**src/rtl/gm_decode_queue.sv**
```systemverilog
// gm_decode_queue
// ---------------
// Decode-and-buffer stage between fetch and issue. Each accepted instruction
// word is classified from its top four bits (opcode). The classification and
// the original word are stored together as one FIFO entry. Entries are
// presented to issue in order.
//
// Ports
//   clk, rst        rising-edge clock, synchronous active-high reset
//   in_valid/ready  fetch handshake; in_instr is the raw word
//   flush           drop every buffered entry (takes effect next cycle)
//   out_valid/ready issue handshake
//   out_is_bool     bit load/store from I/O (opcodes 3 and 4)
//   out_ifunc       NOP=0, ADD=1, SUB=2, BOOL=3, ILL=7
//   out_sub_bool    sub-class bool flag
//   out_illegal     opcode not recognised (5..15)
//   out_instr       original word carried with its decode
//   count           current occupancy, 0..DEPTH
// All out_* data fields read as zero whenever out_valid is low.

module gm_decode_queue #(
    parameter int INSTR_W = 16,
    parameter int DEPTH   = 4,
    parameter int CNT_W   = $clog2(DEPTH) + 1
) (
    input  logic               clk,
    input  logic               rst,
    input  logic               in_valid,
    input  logic [INSTR_W-1:0] in_instr,
    output logic               in_ready,
    input  logic               flush,
    output logic               out_valid,
    input  logic               out_ready,
    output logic               out_is_bool,
    output logic [2:0]         out_ifunc,
    output logic               out_sub_bool,
    output logic               out_illegal,
    output logic [INSTR_W-1:0] out_instr,
    output logic [CNT_W-1:0]   count
);

    localparam int PTR_W   = $clog2(DEPTH);
    // Entry layout: {instr, isBool, ifunc[2:0], subBool, illegal}
    localparam int ENTRY_W = INSTR_W + 6;

    localparam logic [CNT_W-1:0] FULL_CNT = CNT_W'(DEPTH);

    localparam logic [2:0] IFUNC_NOP  = 3'd0;
    localparam logic [2:0] IFUNC_ADD  = 3'd1;
    localparam logic [2:0] IFUNC_SUB  = 3'd2;
    localparam logic [2:0] IFUNC_BOOL = 3'd3;
    localparam logic [2:0] IFUNC_ILL  = 3'd7;

    // Opcode classification; every field starts at zero so no output can be X.
    function automatic logic [5:0] decodeOp(input logic [3:0] op);
        logic       isBool;
        logic [2:0] ifunc;
        logic       subBool;
        logic       illegal;
        isBool  = 1'b0;
        ifunc   = IFUNC_NOP;
        subBool = 1'b0;
        illegal = 1'b0;
        case (op)
            4'd0: ifunc = IFUNC_NOP;
            4'd1: ifunc = IFUNC_ADD;
            4'd2: ifunc = IFUNC_SUB;
            4'd3, 4'd4: begin
                ifunc   = IFUNC_BOOL;
                isBool  = 1'b1;
                subBool = 1'b1;
            end
            default: begin
                ifunc   = IFUNC_ILL;
                illegal = 1'b1;
            end
        endcase
        return {isBool, ifunc, subBool, illegal};
    endfunction

    logic [ENTRY_W-1:0] mem [DEPTH];
    logic [PTR_W-1:0]   wrPtr;
    logic [PTR_W-1:0]   rdPtr;
    logic               push;
    logic               pop;
    logic [ENTRY_W-1:0] rdEntry;

    // A full queue still accepts when issue drains an entry in the same
    // cycle. in_ready is forced high while reset is held.
    assign in_ready  = rst | (count != FULL_CNT) | out_ready;
    assign out_valid = (count != '0);

    // Flush and reset swallow any handshake in their cycle.
    assign push = in_valid & in_ready & ~flush & ~rst;
    assign pop  = out_valid & out_ready & ~flush & ~rst;

    // ---- stage boundary: decode registered into FIFO storage ----
    always_ff @(posedge clk) begin
        if (push) begin
            mem[wrPtr] <= {in_instr, decodeOp(in_instr[INSTR_W-1 -: 4])};
        end
    end

    always_ff @(posedge clk) begin
        if (rst || flush) begin
            wrPtr <= '0;
            rdPtr <= '0;
            count <= '0;
        end else begin
            if (push) begin
                wrPtr <= wrPtr + PTR_W'(1);
            end
            if (pop) begin
                rdPtr <= rdPtr + PTR_W'(1);
            end
            case ({push, pop})
                2'b10:   count <= count + CNT_W'(1);
                2'b01:   count <= count - CNT_W'(1);
                default: count <= count;
            endcase
        end
    end

    // ---- stage boundary: FIFO read, gated to zero when empty ----
    assign rdEntry = out_valid ? mem[rdPtr] : '0;

    assign out_instr    = rdEntry[ENTRY_W-1:6];
    assign out_is_bool  = rdEntry[5];
    assign out_ifunc    = rdEntry[4:2];
    assign out_sub_bool = rdEntry[1];
    assign out_illegal  = rdEntry[0];

endmodule

```
**config.mk**
```make
export PLATFORM = sky130hd
export DESIGN_NAME = gm_decode_queue
export DESIGN_NICKNAME = d
export VERILOG_FILES = /design/src/rtl/gm_decode_queue.sv
export SDC_FILE = /design/constraint.sdc
export NUM_CORES = 1
export LEC_CHECK = 0
export ABC_AREA = 1
export BUFFER_PORTS_ARGS = -buffer_cell sky130_fd_sc_hd__buf_2
export CORE_MARGIN = 2
export CORE_UTILIZATION = 48
export DETAILED_ROUTE_END_ITERATION = 7
export HOLD_SLACK_MARGIN = 0.12
export MAX_ROUTING_LAYER = met4
export PLACE_DENSITY = 0.78
export SLEW_MARGIN = 10
export SYNTH_ARGS = -nofsm -noshare
export SYNTH_HDL_FRONTEND = slang
export SYNTH_SLANG_ARGS = --single-unit
```
**constraint.sdc**
```tcl
create_clock -name clk -period 2.65 [get_ports clk]
set_clock_uncertainty 0.2 [all_clocks]
set_input_delay 0.265 -clock clk [delete_from_list [all_inputs] [get_ports clk]]
set_output_delay 0.265 -clock clk [all_outputs]
set_load 0.02 [all_outputs]
```
Yosys cells after proc, flatten, opt, wreduce, memory -nomap -nowiden

Memories as Yosys holds them, arrays and structs flattened. A register that Yosys moved wholly into a read port is not among the register bits.
Cells that the tools add are included.

Register bits after elaboration: 7
Bits in writable memories: 88
Word-level logic and storage cells: 43
Memories: 1

Add/sub/neg operators: 4
Eq/ne operators: 7
Multiplexer cells: 12
Bitwise logic cells: 10
Reduce and logical (&&, ||, !) cells: 6

Memories:

| name | words | bits a word | rd ports | clocked after memory_dff | wr ports | line | RTL |
|---|---|---|---|---|---|---|---|
| mem  | 4     | 22          | 1        | 1                        | 1        | 81   | `logic [ENTRY_W-1:0] mem [DEPTH];` |

Operators by type and width:

| operator                                             | count |
|---|---|
| 2-to-1 mux 22 bit                                    | 1 |
| one-hot mux 3 bit (4 select lines)                   | 1 |
| equality test 4 x 2 -> 1 bit (second input constant) | 2 |
| AND 1 bit                                            | 6 |
| 2-to-1 mux 1 bit                                     | 6 |
| one-hot mux 3 bit (2 select lines)                   | 1 |
| OR reduction 5 bit                                   | 1 |
| adder 2 x 1 -> 2 bit (second input constant)         | 2 |
| equality test 4 x 1 -> 1 bit (second input constant) | 1 |
| equality test 4 x 3 -> 1 bit (second input constant) | 1 |
| zero test 4 bit                                      | 1 |
| 2-to-1 mux 2 bit                                     | 2 |
| adder 3 x 1 -> 3 bit (second input constant)         | 1 |
| 2-to-1 mux 3 bit                                     | 1 |
| inequality test 3 bit (second input constant)        | 1 |
| nonzero test 3 bit                                   | 1 |
| subtractor 3 x 1 -> 3 bit (second input constant)    | 1 |
| equality test 2 x 1 -> 1 bit (second input constant) | 1 |
| equality test 2 bit (second input constant)          | 1 |
| NOT 1 bit                                            | 2 |
| OR 1 bit                                             | 2 |
| nonzero test 2 bit                                   | 1 |
| OR reduction 2 bit                                   | 1 |
| logical OR 1 bit                                     | 1 |

Logic depth before layout (Yosys ltp)

Depth after elaboration: 8
Gate-level depth with buffers: 14
Mapped depth without buffers: 14

Worst setup path after synthesis

Ideal clock, no wire load.

Kind: register to register
Start point: register count[1]
End point: memory mem[0][0] (netlist name) (enable)
Setup time: 399 ps
Arrival: 1865 ps
Data required time: 2051 ps
Slack: 186 ps
Cell stages (with the launch flop): 5
Clock period less this slack: 2464 ps
Cells stage by stage: dfxtp_1 > nor2_1 > nand4_1 > nand2_2 > nor2_1

Word-level cells in the longest chain between the ends: 8

Ends and longest elaborated chain:

| what                                   | line | RTL |
|---|---|---|
| start, declared                        | 39   | `output logic [CNT_W-1:0] count` |
| start signal, assigned                 | 117  | `2'b10: count <= count + CNT_W'(1);` |
| start signal, assigned                 | 118  | `2'b01: count <= count - CNT_W'(1);` |
| start signal, assigned                 | 119  | `default: count <= count;` |
| inequality test 3 bit                  | 90   | `assign in_ready = rst \| (count != FULL_CNT) \| out_ready;` |
| OR 1 bit (2 in series)                 | 90   |  |
| named net in_ready                     | 30   | `output logic in_ready,` |
| AND 1 bit (3 in series)                | 94   | `assign push = in_valid & in_ready & ~flush & ~rst;` |
| 2-to-1 mux 1 bit                       | 99   | `if (push) begin` |
| 2-to-1 mux 1 bit (implied by the code) | 100  | `mem[wrPtr] <= {in_instr, decodeOp(in_instr[INSTR_W-1 -: 4])};` |
| end, declared                          | 81   |  |

The timed path passes the listed nets, and every way through them passes these cells.

==> impl_metrics.json <==
{
  "drt-wirelength-per-cell_um": 14.7,
  "cts_max_level": 3,
  "synthTopCellsByArea": "edfxtp_1, nor2_1, dfxtp_1",
  "syn_to_final_growth_pct": 18.6,
  "drt_iter0_drc": 202,
  "start_util": 0.496,
  "period_share": 0.873,
  "fp.dieH_um": 93.6,
  "fin_crit_ns": 2.31,
  "cp.arrival_ns": 1.85,
  "total_power_mw": 2.78,
  "synth-xor-area-share": 0,
  "cts_tree": "yes",
  "detail-route-antenna-nets": 0,
  "synth_top_area_share": 0.655,
  "seq_area_frac_synth": 0.701,
  "grt_max_degree": 44,
  "cts_made_buffers": 9,
  "synth_compound_area_frac": 0.0922,
  "synth-simple-area-share": 0.128,
  "grt_pass1_vias": 2657,
  "grt_pass1_wl_um": 12300,
  "num_vias": 2575,
  "hold_viol": 0,
  "syn_area_mm2": 0.00385,
  "worstMarginPinSlew_ns": 0.442,
  "powerDensity_mw_per_mm2": 608,
  "yosys.area.top_type": "edfxtp_1",
  "clock_sinks": 93,
  "antenna_found_initial": 0,
  "final_nets": 432,
  "syn_nets": 365,
  "max-cap-violations": 0,
  "timing.final.ws_setup_ns": 0.337,
  "reg2reg_depth": 12,
  "diodes": 0,
  "ir_worst_vdd_v": 0.000297,
  "end_kind": "output port",
  "layout-drive-gt1-share": 0.193,
  "synthCells": 338,
  "regArea_mm2": 0.00270,
  "overflow": 0,
  "yosys_warnings": 0,
  "cp_max_fo": 21,
  "viasPerCell": 5.03,
  "drv_slew": 0,
  "worstHoldStart": "flush",
  "max_freq_ghz": 0.432,
  "path_clk_slew_ns": 0.08,
  "timing.setup.tns_ns": 0,
  "ctsHoldBuffers": 17,
  "setup_viol": 0,
  "die_w_um": 93.6,
  "core_mm2": 0.00777,
  "root_buffer": "clkbuf_8",
  "ys_types": 21,
  "ios": 48,
  "start_kind": "flip-flop",
  "grt_use_total": 0.192,
  "preCtsSetupSlack_ns": 0.507,
  "synth_top_family_by_area": "simple AND/OR/NAND/NOR gates",
  "cts_buffer_depth": 2,
  "ys_ff_latch": 93,
  "grt_setup_unrepaired": "false",
  "required_ns": 2.18,
  "place.gp.congestion": 0.778,
  "dpl.hpwl_um": 4360,
  "syn_area_per_cell_um2": 11.4,
  "whs_path_depth": 4,
  "r2r_end": "count[2]$_SDFFE_PP0P_",
  "fp-row-count": 32,
  "hold_path_end": "rdPtr[1]$_SDFFE_PP0P_",
  "r2r_start": "count[1]$_SDFFE_PP0P_",
  "outcome": "finished clean",
  "fill_cells": 644,
  "multi_input_area_um2": 942,
  "postCtsSetupBuffers": 0,
  "cts_resized": 0,
  "r2r_slack_ns": 0.50,
  "die-area_mm2": 0.00876,
  "fin_util": 0.589,
  "worstSkewPairLatency_ns": 0.35,
  "maxSlewHeadroom": 0.705,
  "synthMuxAreaShare": 0,
  "synthAdderAreaFrac": 0.0214,
  "finalWirelength_um": 7550,
  "min_path_type": "in2reg",
  "dr.pass1.iters": 4,
  "io_buffer_count": 47,
  "drcViolationCount": 0,
  "critical_path_class": "reg2out",
  "leakage_nw": 1.76
}
## kinds of logic after synthesis
logic type | Yosys count
and+or+nand+nor | 127
DFF | 93
AOI/OAI and AO/OA | 70
buffers and inverters | 42
adders and majority gates | 6
## metal layers
metal / routed length [µm] / vias up / track usage
li1: - / 1285 / -
met1: 3100 / 1217 / 0.214
met2: 3950 / 64 / 0.333
met4: 106 / 0 / 0.0833
met3: 385 / 9 / 0.0443
met5: 0 / - / -
## state kept, by name, indices dropped and copies added (netlist names), named ones only
signal,count
count,3
mem,84
rdPtr,2
wrPtr,2
## per-stage QoR
stage | hold slack [ns] | cells | area [µm²]
6_report | 0.131 | 512 | 4570
5_1_grt | 0.170 | 512 | 4570
4_1_cts | 0.128 | 512 | 4570
3_5_place_dp | 0.285 | 479 | 4180
3_3_place_gp | 0.279 | 479 | 4180
2_1_floorplan | 0.164 | 338 | 3850
## cells in the mapped netlist, drive strengths merged
master  number
a21oi       24
buf         13
clkbuf       3
dfxtp        9
edfxtp      84
fa           1
ha           5
inv         26
nand2       20
nand3        6
nand4        2
nor2        99
o21a         2
o21ai       44
## area by class of cell
class                      instances  share of cell area
clock buffer                       9              0.0271
clock inverter                     7              0.0213
inverter                          26              0.0219
multi-input combinational        203               0.206
sequential                        93               0.591
tap                              102              0.0279
timing repair buffer              72               0.105
## how the worst max path moves through the flow
stage	startpoint	to	slack, ns	depth (start not counted)
floorplan	count[1]$_SDFFE_PP0P_	mem[0][0]$_DFFE_PP_	0.19	4
global placement	count[0]$_SDFFE_PP0P_	count[2]$_SDFFE_PP0P_	0.58	12
detailed placement	count[0]$_SDFFE_PP0P_	count[2]$_SDFFE_PP0P_	0.51	12
CTS	flip-flop	out_sub_bool	0.30	6
global route	flip-flop	out_ifunc[2]	0.22	6
finish	flip-flop	out_sub_bool	0.34	6
## power breakdown
part | switching, mW | total, mW | internal [mW]
registers | 0.00489 | 1.62 | 1.61
clock network | 0.490 | 1.02 | 0.534
logic | 0.0833 | 0.136 | 0.0527
total | 0.578 | 2.78 | 2.20
## placed cells by master, fill, tap and decap left out, drive strengths merged
cell type / count
a21oi: 24
buf: 55
bufinv: 2
clkbuf: 9
clkinv: 2
clkinvlp: 2
dfxtp: 9
dlygate4sd3: 17
edfxtp: 84
fa: 1
ha: 5
inv: 27
nand2: 20
nand3: 6
nand4: 2
nor2: 99
o21a: 2
o21ai: 44
## worst max-delay path, stage by stage (launching register included)
cell and delay, ns:
dfxtp_1 0.42, buf_4 0.23, inv_2 0.21, nor2_1 0.17, o21ai_1 0.08, a21oi_1 0.19, buf_2 0.20
Power figures use the tool's default switching activity.
